--- src/rtl/des_f_function.sv ---
// des_f_function: pipelined DES round function f(R, K).
//
// Data path: x = E(r_in) ^ subkey is registered on accept, then the eight
// S-boxes and permutation P turn x into the 32-bit f result.
//
// Build option DES_F_OUTREG_EN:
//   defined     -> two registered stages (x, then f_out); latency 2, capacity 2.
//   not defined -> f_out is driven combinationally from the x register;
//                  latency 1, capacity 1, f_out resets to P(S(0)) = 32'hD8D8DBBC.
//
// Bit numbering follows DES: bit 1 is the MSB of every bus
// (r_in[31], subkey[47], f_out[31]).
module des_f_function (
  input  logic        clk,
  input  logic        rst,
  input  logic        in_valid,
  output logic        in_ready,
  input  logic [31:0] r_in,
  input  logic [47:0] subkey,
  output logic        out_valid,
  input  logic        out_ready,
  output logic [31:0] f_out
);

  // Handshake: a transfer happens on a rising edge where valid && ready are
  // both high. A producer holds valid and its data steady until that edge;
  // ready may depend combinationally on the consumer's ready (in_ready follows
  // out_ready), never on valid. Data is sampled only on a transfer.

  // S-box rows, four per box (S1 row 0 first). Each 64-bit word holds the
  // 16 column entries, column 0 in the top nibble.
  localparam logic [63:0] SBOX_ROWS [0:31] = '{
    64'hE4D12FB83A6C5907, 64'h0F74E2D1A6CB9538, 64'h41E8D62BFC973A50, 64'hFC8249175B3EA06D,
    64'hF18E6B34972DC05A, 64'h3D47F28EC01A69B5, 64'h0E7BA4D158C6932F, 64'hD8A13F42B67C05E9,
    64'hA09E63F51DC7B428, 64'hD709346A285ECBF1, 64'hD6498F30B12C5AE7, 64'h1AD069874FE3B52C,
    64'h7DE3069A1285BC4F, 64'hD8B56F03472C1AE9, 64'hA690CB7DF13E5284, 64'h3F06A1D8945BC72E,
    64'h2C417AB6853FD0E9, 64'hEB2C47D150FA3986, 64'h421BAD78F9C5630E, 64'hB8C71E2D6F09A453,
    64'hC1AF92680D34E75B, 64'hAF427C9561DE0B38, 64'h9EF528C3704A1DB6, 64'h432C95FABE17608D,
    64'h4B2EF08D3C975A61, 64'hD0B7491AE35C2F86, 64'h14BDC37EAF680592, 64'h6BD814A7950FE23C,
    64'hD2846FB1A93E50C7, 64'h1FD8A374C56B0E92, 64'h7B419CE206ADF358, 64'h21E74A8DFC90356B
  };

  // Expansion E: each 6-bit group n takes DES bits 4n-4 .. 4n+1 of R,
  // wrapping bit 0 to 32 and bit 33 to 1.
  function automatic logic [47:0] expand(input logic [31:0] r);
    expand = {r[0],    r[31:27],
              r[28:23],
              r[24:19],
              r[20:15],
              r[16:11],
              r[12:7],
              r[8:3],
              r[4:0],  r[31]};
  endfunction

  // One S-box lookup: row = {b5, b0}, column = b4..b1.
  function automatic logic [3:0] sbox_lookup(input logic [2:0] box, input logic [5:0] b);
    logic [1:0]  row;
    logic [3:0]  col;
    logic [63:0] word;
    row  = {b[5], b[0]};
    col  = b[4:1];
    word = SBOX_ROWS[{box, row}];
    // Column c sits at bits [60-4c +: 4], i.e. base 4*(15-c) = {~c, 2'b00}.
    sbox_lookup = word[{~col, 2'b00} +: 4];
  endfunction

  // All eight S-boxes, S1 output in the top nibble.
  function automatic logic [31:0] sbox_all(input logic [47:0] v);
    sbox_all = {sbox_lookup(3'd0, v[47:42]),
                sbox_lookup(3'd1, v[41:36]),
                sbox_lookup(3'd2, v[35:30]),
                sbox_lookup(3'd3, v[29:24]),
                sbox_lookup(3'd4, v[23:18]),
                sbox_lookup(3'd5, v[17:12]),
                sbox_lookup(3'd6, v[11:6]),
                sbox_lookup(3'd7, v[5:0])};
  endfunction

  // Permutation P: output DES bit i = input DES bit P[i]; with bit k of a
  // 32-bit bus at index 32-k this lists s[32-P[i]] for i = 1..32.
  function automatic logic [31:0] permute(input logic [31:0] s);
    permute = {s[16], s[25], s[12], s[11], s[3],  s[20], s[4],  s[15],
               s[31], s[17], s[9],  s[6],  s[27], s[14], s[1],  s[22],
               s[30], s[24], s[8],  s[18], s[0],  s[5],  s[29], s[23],
               s[13], s[19], s[2],  s[26], s[10], s[21], s[28], s[7]};
  endfunction

  logic        s1_valid;
  logic [47:0] x;
  logic [31:0] f_comb;
  logic        s1_free;   // whatever sits after stage 1 can take its entry
  logic        accept;
  logic        s1_leave;

  assign f_comb   = permute(sbox_all(x));
  assign in_ready = !s1_valid || s1_free;
  assign accept   = in_valid && in_ready;
  assign s1_leave = s1_valid && s1_free;

  // Stage 1: capture E(R) ^ K on accept; drop the valid bit once the entry moves on.
  always_ff @(posedge clk) begin
    if (rst) begin
      s1_valid <= 1'b0;
      x        <= '0;
    end else begin
      if (accept) begin
        x        <= expand(r_in) ^ subkey;
        s1_valid <= 1'b1;
      end else if (s1_leave) begin
        s1_valid <= 1'b0;
      end
    end
  end

`ifdef DES_F_OUTREG_EN
  logic        s2_valid;
  logic [31:0] f_reg;

  assign s1_free   = !s2_valid || out_ready;
  assign out_valid = s2_valid;
  assign f_out     = f_reg;

  // Stage 2: register the f result whenever the output slot is free; hold while stalled.
  always_ff @(posedge clk) begin
    if (rst) begin
      s2_valid <= 1'b0;
      f_reg    <= '0;
    end else if (s1_free) begin
      s2_valid <= s1_valid;
      if (s1_valid) begin
        f_reg <= f_comb;
      end
    end
  end
`else
  // Single stage: the x register feeds the output through the S-box/P logic.
  assign s1_free   = out_ready;
  assign out_valid = s1_valid;
  assign f_out     = f_comb;
`endif

endmodule

--- config.mk ---
export PLATFORM = sky130hd
export DESIGN_NAME = des_f_function
export DESIGN_NICKNAME = d
export VERILOG_FILES = /design/src/rtl/des_f_function.sv
export SDC_FILE = /design/constraint.sdc
export NUM_CORES = 1
export LEC_CHECK = 0
export ABC_CLOCK_PERIOD_IN_PS = 3100
export BUFFER_PORTS_ARGS = -buffer_cell sky130_fd_sc_hd__clkbuf_2
export CORE_ASPECT_RATIO = 1.25
export CORE_UTILIZATION = 54
export DETAILED_ROUTE_END_ITERATION = 6
export HOLD_SLACK_MARGIN = 0.12
export PLACE_DENSITY_LB_ADDON = 0.12
export SLEW_MARGIN = 10
export SYNTH_ARGS = -nofsm -noshare
export SYNTH_HDL_FRONTEND = slang
export SYNTH_SLANG_ARGS = --single-unit
--- constraint.sdc ---
create_clock -name clk -period 3.1 [get_ports clk]
set_input_delay 0.31 -clock clk [delete_from_list [all_inputs] [get_ports clk]]
set_output_delay 0.31 -clock clk [all_outputs]
set_load 0.05 [all_outputs]
Word-level counts from Yosys, hierarchy flattened
Memory sizes are Yosys's and may differ from the RTL's.
Cells that the tools add are included.
{"block": "classes", "shifts": 8, "reduce_logical": 5, "n_bitwise": 17, "magnitude_cmp": 8, "n_mux": 18}
{"operator": "$mux 64", "count": 16}
{"operator": "$shiftx 64x7->4", "count": 8}
{"operator": "$ge 6x6->1 const B", "count": 8}
{"operator": "$xor 48x48->48", "count": 1}
{"operator": "$not 4->4", "count": 8}
{"operator": "$not 5->6", "count": 4}
{"operator": "$not 4->6", "count": 2}
{"operator": "$not 2->6", "count": 1}
{"operator": "$not 3->6", "count": 1}
{"operator": "$logic_and 1x1->1", "count": 2}
{"operator": "$mux 1", "count": 2}
{"operator": "$reduce_bool 2->1", "count": 1}
{"operator": "$logic_not 1->1", "count": 1}
{"operator": "$logic_or 1x1->1", "count": 1}
{"block": "totals", "n_memories": 8, "wordCells": 66, "romBits": 16384, "reg_bits": 49, "out_inout_bits": 34, "in_bits": 84}
{"name": "(no name shown)", "depth": 32, "width": 64, "read_ports": 1, "rd_ports_with_merged_regs": 0, "wr": 0, "line": "63", "text": "word = SBOX_ROWS[{box, row}];"}
{"name": "(no name shown)", "depth": 32, "width": 64, "read_ports": 1, "rd_ports_with_merged_regs": 0, "wr": 0, "line": "63"}
{"name": "(no name shown)", "depth": 32, "width": 64, "read_ports": 1, "rd_ports_with_merged_regs": 0, "wr": 0, "line": "63"}
{"name": "(no name shown)", "depth": 32, "width": 64, "read_ports": 1, "rd_ports_with_merged_regs": 0, "wr": 0, "line": "63"}
{"name": "(no name shown)", "depth": 32, "width": 64, "read_ports": 1, "rd_ports_with_merged_regs": 0, "wr": 0, "line": "63"}
{"name": "(no name shown)", "depth": 32, "width": 64, "read_ports": 1, "rd_ports_with_merged_regs": 0, "wr": 0, "line": "63"}
{"name": "+2 memories"}

Depth between registers and ports, before layout
Gate-level depths: netlist (run 1).
{"block": "logic_depth", "ltp_word": 5, "depth_mapped": 9, "depth_no_buf": 7}

Worst setup path after synthesis (run 1)
OpenSTA, ideal clock, no wires.
{"block": "synth_timing", "path_type": "reg-to-output", "from": "register x[17]", "to": "output port f_out[28]", "path_stages_with_launch": 9, "t_required_ns": 2.790, "setup_slack_ns": -0.007, "arrival_time_ns": 2.797, "path_buffers": 2, "path_cell_list": "dfxtp_1 > clkbuf_1 > inv_1 > ha_1 > clkbuf_1 > nor2_1 > a21o_1 > mux4_2 > a21oi_1"}
{"block": "synth_via", "elab_chain_len": 5}
{"element": "start, declared", "line": "90", "text": "logic [47:0] x;"}
{"element": "start signal, assigned", "line": "108", "text": "x <= expand(r_in) ^ subkey;"}
{"element": "$not 5->6 (implied by the code)", "line": "63"}
{"element": "$mem_v2 32x64"}
{"element": "$mux 64 (implied by the code) (2 in series)", "line": "63"}
{"element": "$shiftx 64x7->4", "line": "65", "text": "sbox_lookup = word[{~col, 2'b00} +: 4];"}
{"element": "end, declared", "line": "22", "text": "output logic [31:0] f_out"}
No other way between the ends. The select of a mux whose other input is x is not followed.

Worst setup path after layout (run 1)
{"block": "layout_timing", "from": "register x[41]", "to": "output port f_out[30]"}
{"block": "layout_via", "elab_chain_len": 5}
{"element": "$not 3->6 (implied by the code)", "line": "63"}
{"element": "$mem_v2 32x64"}
{"element": "$mux 64 (implied by the code) (2 in series)", "line": "63"}
{"element": "$shiftx 64x7->4", "line": "65"}
No other way between the ends. The select of a mux whose other input is x is not followed.

==> impl_summary.txt, run 1 <==
----------------------------------------------------
[Placement]
  Setup Slack @ Placement ... 0.343 ns
  Post-detailed-placement cell area ... 7410 µm²
  Post-Place Cells ... 1125
  Final weighted congestion of routability-driven global placement ... 0.910
  Post-DP HPWL ... 11700 µm
  Port Buffer Count ... 117

[Detailed routing]
  Wire length on met1 ... 7200 µm
  Total length of routed wires ... 15800 µm
  Residual antenna-violating net count after detailed routing ... 0
  Routed length on met2 ... 7720 µm
  Vias/cell ... 5.79
  Met3 WL ... 663 µm
  Top layer reached by signal wires ... met4
  DRC Markers ... 0
  Initial DRC Count ... 306
  Detailed-route via count ... 6557
  WL per Instance ... 14.0 µm
  DRT Pass-1 Iters ... 5

[Clocking]
  Number of buffers on the longest clock path ... 2
  Number of buffers added to fix hold violations after cts ... 0
  Total clock sinks ... 49
  CTS tree ... built
  Total CTS buffers ... 5
  Skew-Pair Late Insertion Delay ... 0.29 ns
  H-tree depth ... 2
  Clock-pin slew on the worst setup and hold paths ... 0.07 ns
  Count of buffers added by post-CTS timing repair for setup ... 0
  Root Buffer Master ... sky130_fd_sc_hd__clkbuf_16

[Final layout]
  Diodes inserted ... 0
  Multi-input combinational cell area ... 5320 µm²
  Fill cell instance count of the final layout ... 1198
  Final cell count without fillers ... 1132
  Fraction of final layout cells with drive strength greater than 1 ... 20.4%
  Count of nets after finishing ... 1115
  Cell area after layout ... 7570 µm²
  End-of-flow core utilization ... 61.9%
  Reg area ... 986 µm²
  Area added between synthesis and finish ... 11.2%

[Synthesis]
  Count of different cell masters after synthesis ... 53
  Post-synthesis cell area ... 6810 µm²
  Async set-reset flop share out of synthesis ... 0%
  Cells after Synth ... 909
  Total of warnings raised by yosys ... 0
  Number of enable-type register cells in the synthesized netlist ... 0
  FF+latch count, synth ... 49
  Post-synth top flop ... sky130_fd_sc_hd__dfxtp_1
  Synthesized area per cell ... 7.49 µm²
  Fraction of the yosys area taken by sequential cells ... 14.4%
  Number of nets produced by synthesis ... 1056

[STA]
  Relative slew slack ... 38.0%
  Fin Setup TNS ... 0 ns
  Min cycle time layout ... 2.94 ns
  Achievable clock frequency ... 0.340 GHz
  Transition time at the pin with the least slew margin ... 0.928 ns
  Unrepaired setup endpoints after global routing ... no
  Worst-case clock skew ... 0.00471 ns
  Final worst path period share ... 94.9%
  PnR worst setup slack ... 0.157 ns
  Hold Violations, Final ... 0
  Total of endpoints with negative setup slack in the final report ... 0
  Final Max Slew Viols ... 0

[Critical path]
  Highest fanout seen on the critical path ... 13
  Data arrival time of the worst path ... 2.63 ns
  Data required, critical path ... 2.79 ns
  FF-to-FF Start ... out_valid$_SDFFE_PP0P_
  Startpoint Class ... flip-flop
  Cell chain of the critical path ... inv_1, ha_1, nand2_1, nor2b_1, mux4_2, mux2i_1, clkbuf_2
  Setup Crit Path Kind ... flip-flop to primary output
  Slowest library cell on the worst path ... sky130_fd_sc_hd__dfxtp_1
  Delay of the slowest critical-path stage ... 0.59 ns
  Worst setup path start ... x[41]$_SDFFE_PP0P_
  Kind of end point of the critical path ... primary output

[Die]
  Die Area ... 13100 µm²
  Y dimension of the die ... 128 µm
  Core area ... 12200 µm²
  Die Width ... 102 µm
  Number of top-level pins ... 118
  Initial core utilization ... 55.7%
  FP Rows ... 45

[Power]
  Areal power density over the cells ... 416 nW/µm²
  Leak pwr ... 2.98 nW
  Maximum resistive drop on vdd ... 0.263 mV

[GRT]
  Gr ovfl total ... 0
  Vias in the first global route ... 5594
  Pin count of the biggest net entering global routing ... 97
  First-pass GRT wire length ... 26100 µm
  Global router's overall resource usage ... 24.3%
  Antenna violations before repair ... 0

[Run status]
  Run status ... finished clean

[Worst hold path]
  Hold path startpoint ... in_valid
  Tightest Hold Check Type ... input pin to flip-flop

[Flow run]
  Max-capacitance violation count ... 0

----------------------------------------------------
## critical path: cells and delay by family, from the launching register on
family / cells / cell delay, ns
muxes: 2 / 0.59
DFF: 1 / 0.59
buffers and inverters: 2 / 0.47
adders and majority gates: 1 / 0.39
and+or+nand+nor: 2 / 0.29
## per-layer routing
layer | vias up | GRT usage, %
met5 | - | 0
met1 | 2984 | 32.1
met2 | 160 | 42.0
met3 | 19 | 2.95
li1 | 3394 | -
met4 | 0 | 5.38
## placed cells by master, fill, tap and decap left out, types with 5 or more instances in the layout
cell	count
sky130_fd_sc_hd__nor2_1	105
sky130_fd_sc_hd__o31ai_1	6
sky130_fd_sc_hd__ha_1	62
sky130_fd_sc_hd__buf_4	25
sky130_fd_sc_hd__o211ai_1	17
sky130_fd_sc_hd__a211oi_1	75
sky130_fd_sc_hd__nor3b_1	5
sky130_fd_sc_hd__a31oi_1	15
sky130_fd_sc_hd__xor2_1	7
sky130_fd_sc_hd__xnor2_1	52
sky130_fd_sc_hd__or2_2	5
sky130_fd_sc_hd__o21ai_0	77
sky130_fd_sc_hd__nor2b_1	20
sky130_fd_sc_hd__o21a_1	5
sky130_fd_sc_hd__mux2_2	5
sky130_fd_sc_hd__clkbuf_2	117
sky130_fd_sc_hd__mux2i_1	26
sky130_fd_sc_hd__a21oi_1	62
sky130_fd_sc_hd__mux4_2	25
sky130_fd_sc_hd__inv_1	37
sky130_fd_sc_hd__nand3_1	7
sky130_fd_sc_hd__nand2b_1	22
sky130_fd_sc_hd__nand2_1	60
sky130_fd_sc_hd__or3_1	5
sky130_fd_sc_hd__dfxtp_1	45
sky130_fd_sc_hd__nor3_1	8
sky130_fd_sc_hd__o311ai_0	5
sky130_fd_sc_hd__a311oi_1	6
sky130_fd_sc_hd__clkbuf_16	5
## worst paths after layout
path / to / slack [ns] / cells after the start
worst min register to register: out_valid$_SDFFE_PP0P_ / 0.54 / 2
worst min-delay path: out_valid$_SDFFE_PP0P_ / 0.25 / 3
worst max-delay path: f_out[30] / 0.16 / 7
worst max register to register: x[14]$_SDFFE_PP0P_ / 1.45 / 4
## timing repair
action	CTS	global route
endpoints found under the setup margin	0	5
endpoints found under the hold margin	0	0
resized for setup	0	6
## final cells by class
type / count / share of cell area [%]
Multi-Input combinational cell: 733 / 70.3
Sequential cell: 49 / 13.0
Timing Repair Buffer: 142 / 10.2
Tap cell: 164 / 2.71
Clock buffer: 7 / 1.88
Inverter: 37 / 1.84
## flip-flops by register name, indices dropped and copies added (netlist names)
signal     flops
out_valid      1
x             48
## power by group
group,switching (mW),total (mW),internal [mW],leakage [nW]
combinational,1.05,1.74,0.683,2.50
clock,0.231,0.548,0.317,0.0700
sequential,0.174,0.860,0.686,0.408
total,1.46,3.15,1.69,2.98
## stage by stage
stage,power [mW],hold slack [ns]
final,3.15,0.255
after global routing,3.39,0.262
after CTS,3.17,0.249
after detailed placement,2.61,0.532
after global placement,2.60,0.527
after floorplan,2.22,0.439
## Yosys cell counts (6+ instances only)
cell,count,area [µm²]
sky130_fd_sc_hd__nor2_1,105,394
sky130_fd_sc_hd__o21ai_0,77,385
sky130_fd_sc_hd__a211oi_1,75,563
sky130_fd_sc_hd__a21oi_1,63,315
sky130_fd_sc_hd__ha_1,63,788
sky130_fd_sc_hd__nand2_1,60,225
sky130_fd_sc_hd__xnor2_1,52,455
sky130_fd_sc_hd__clkbuf_1,50,188
sky130_fd_sc_hd__dfxtp_1,49,981
sky130_fd_sc_hd__inv_1,37,139
sky130_fd_sc_hd__buf_2,27,135
sky130_fd_sc_hd__mux2i_1,26,260
sky130_fd_sc_hd__mux4_2,25,563
sky130_fd_sc_hd__nand2b_1,22,138
sky130_fd_sc_hd__nor2b_1,21,131
sky130_fd_sc_hd__o211ai_1,17,128
sky130_fd_sc_hd__a31oi_1,15,93.8
sky130_fd_sc_hd__buf_1,11,41.3
sky130_fd_sc_hd__nor3_1,8,40.0
sky130_fd_sc_hd__nand3_1,7,35.0
sky130_fd_sc_hd__xor2_1,7,61.3
sky130_fd_sc_hd__a311oi_1,6,52.6
sky130_fd_sc_hd__o31ai_1,6,45.0
## kinds of logic after synthesis
| group | count (synthesis) | share of synthesized area [%] |
|---|---|---|
| adders and majority gates | 63 | 11.6 |
| buffers and inverters | 127 | 7.57 |
| AOI/OAI and AO/OA | 305 | 29.0 |
| DFF | 49 | 14.4 |
| xor gates and xnor gates | 59 | 7.59 |
| and+or+nand+nor | 250 | 16.9 |
| muxes | 56 | 12.9 |
Note: power is estimated with default switching activity, not from simulation.
==> run 2, diff against run 1 <==
--- a/config.mk
+++ b/config.mk
@@ -7,7 +7,6 @@
 export LEC_CHECK = 0
 export ABC_CLOCK_PERIOD_IN_PS = 3100
 export BUFFER_PORTS_ARGS = -buffer_cell sky130_fd_sc_hd__clkbuf_2
-export CORE_ASPECT_RATIO = 1.25
 export CORE_UTILIZATION = 54
 export DETAILED_ROUTE_END_ITERATION = 6
 export HOLD_SLACK_MARGIN = 0.12
==> impl_summary.txt, run 2 (synthesis results as in run 1) <==
----------------------------------------------------
[Critical path]
  Reg-to-reg slack, setup ... 1.40 ns
  Startpoint Class ... flip-flop
  R2R Path End ... x[4]$_SDFFE_PP0P_
  Setup Crit Path Kind ... flip-flop to primary output
  Setup crit end ... f_out[27]
  Highest fanout seen on the critical path ... 10
  Worst R2R Path Depth ... 4
  Data required, critical path ... 2.79 ns
  Data arrival time of the worst path ... 2.65 ns
  Worst setup path start ... x[5]$_SDFFE_PP0P_
  FF-to-FF Start ... out_valid$_SDFFE_PP0P_
  Kind of end point of the critical path ... primary output

[STA]
  Total of endpoints with negative setup slack in the final report ... 0
  Fin Setup TNS ... 0 ns
  Hold Violations, Final ... 0
  Unrepaired setup endpoints after global routing ... no
  Worst-case clock skew ... 0.00288 ns
  PnR worst setup slack ... 0.140 ns
  Relative slew slack ... 25.7%
  Achievable clock frequency ... 0.338 GHz
  Final worst path period share ... 95.5%
  Transition time at the pin with the least slew margin ... 1.12 ns
  Final Max Slew Viols ... 0
  Min cycle time layout ... 2.96 ns

[Clocking]
  H-tree depth ... 2
  Skew-Pair Late Insertion Delay ... 0.30 ns
  CTS tree ... built
  Total clock sinks ... 49
  Root Buffer Master ... sky130_fd_sc_hd__clkbuf_16
  Number of buffers on the longest clock path ... 2
  Clock-pin slew on the worst setup and hold paths ... 0.07 ns
  Total CTS buffers ... 5
  Count of buffers added by post-CTS timing repair for setup ... 0

[Final layout]
  Fraction of final layout cells with drive strength greater than 1 ... 20.1%
  Area added between synthesis and finish ... 10.5%
  Most frequent cells in the layout ... sky130_fd_sc_hd__clkbuf_2, sky130_fd_sc_hd__nor2_1, sky130_fd_sc_hd__o21ai_0, sky130_fd_sc_hd__a211oi_1, sky130_fd_sc_hd__a21oi_1
  Diodes inserted ... 0
  Final cell count without fillers ... 1129
  Fill cell instance count of the final layout ... 1171
  Number of flip-flops in the largest register ... 48
  Register with the most flip-flops ... x
  Count of nets after finishing ... 1107
  Commonest non-fill, non-tap cell in the layout ... sky130_fd_sc_hd__clkbuf_2
  End-of-flow core utilization ... 61.8%

[GRT]
  First-pass GRT wire length ... 25500 µm
  Antenna violations before repair ... 0
  Vias in the first global route ... 5296
  Global router's overall resource usage ... 23.6%
  Gr ovfl total ... 0
  Pin count of the biggest net entering global routing ... 97

[Placement]
  Port Buffer Count ... 117
  Post-DP HPWL ... 11400 µm
  Post-Place Cells ... 1121
  Final weighted congestion of routability-driven global placement ... 0.930
  Setup Slack @ Placement ... 0.394 ns

[Detailed routing]
  Detailed-route via count ... 6468
  WL per Instance ... 13.7 µm
  DRT Pass-1 Iters ... 5
  Initial DRC Count ... 543
  Residual antenna-violating net count after detailed routing ... 0
  Vias/cell ... 5.73
  Total length of routed wires ... 15500 µm
  DRC Markers ... 0

[Die]
  Y dimension of the die ... 114 µm
  Number of top-level pins ... 118
  Initial core utilization ... 56.0%
  Die Width ... 114 µm
  Core area ... 12200 µm²
  Die Area ... 13100 µm²
  FP Rows ... 40

[Power]
  Clk network pwr share ... 17.7%
  Net switching share of the total power ... 47.1%
  Leak pwr ... 2.93 nW
  Power spent charging and discharging nets ... 1.48 mW
  Part of the total power dissipated in sequential elements ... 27.8%
  Areal power density over the cells ... 418 nW/µm²
  Design internal power ... 1.66 mW
  Power Total ... 3.14 mW
  Maximum resistive drop on vdd ... 0.241 mV
  Part of the total power dissipated in combinational logic ... 54.5%

[Worst hold path]
  Hold path startpoint ... in_valid
  Tightest Hold Check Type ... input pin to flip-flop

[Flow run]
  Max-capacitance violation count ... 0

[Run status]
  Run status ... finished clean

----------------------------------------------------
==> run 2: changes by cell type in the layout (fill, tap and decap cells not counted), moves of 2 or more <==
cell	change
sky130_fd_sc_hd__dfxtp_1	-2
sky130_fd_sc_hd__dfxtp_2	+2
sky130_fd_sc_hd__buf_4	-8
sky130_fd_sc_hd__clkinvlp_4	+2
==> run 2: what timing repair did <==
item,4_1_cts,5_1_grt
gates resized for setup,0,10
endpoints found under the hold margin,0,0
hold buffers,0,0
setup endpoints to repair,0,8
==> run 2: area by class of cell <==
| type | instances | area [µm²] | share of cell area (%) |
|---|---|---|---|
| Tap cell | 168 | 210 | 2.80 |
| Inverter | 37 | 139 | 1.85 |
| Sequential cell | 49 | 988 | 13.1 |
| Timing Repair Buffer | 134 | 713 | 9.49 |
| Clock inverter | 2 | 15.0 | 0.200 |
| Multi-Input combinational cell | 733 | 5320 | 70.8 |
| Clock buffer | 6 | 129 | 1.71 |
==> run 2: through the flow <==
step	hold slack, ns	instance area, µm²
finish	0.247	7520
global route	0.269	7520
detailed placement	0.562	7360
CTS	0.245	7500
global placement	0.552	7360
floorplan	0.439	6810
==> run 2: metal layers <==
metal	routed length [µm]	track usage (%)	vias up
met5	0	0	-
met4	250	4.68	0
met3	586	3.97	23
met2	7110	38.3	157
met1	7570	33.0	2906
li1	-	-	3382
==> run 2: how the worst min path moves through the flow <==
stage          slack (ns)  cells after the start                      to
2_1_floorplan        0.44                      2  out_valid$_SDFFE_PP0P_
3_3_place_gp         0.55                      3  out_valid$_SDFFE_PP0P_
3_5_place_dp         0.56                      3  out_valid$_SDFFE_PP0P_
4_1_cts              0.25                      3  out_valid$_SDFFE_PP0P_
5_1_grt              0.27                      3  out_valid$_SDFFE_PP0P_
6_report             0.25                      3  out_valid$_SDFFE_PP0P_
==> run 2: power by group through the flow <==
stage                     registers, mW  clock network [mW]  logic, mW
after floorplan                   0.748                   0       1.47
after global routing              0.897               0.600       1.87
after CTS                         0.870               0.573       1.71
after detailed placement          0.885                   0       1.71
after global placement            0.883                   0       1.70
final                             0.874               0.555       1.71
==> run 2: critical path: stages (launching register included) <==
cell	delay, ns
sky130_fd_sc_hd__dfxtp_1	0.49
sky130_fd_sc_hd__inv_1	0.21
sky130_fd_sc_hd__ha_1	0.43
sky130_fd_sc_hd__mux2_2	0.32
sky130_fd_sc_hd__mux4_2	0.45
sky130_fd_sc_hd__a21oi_1	0.16
sky130_fd_sc_hd__clkbuf_2	0.29
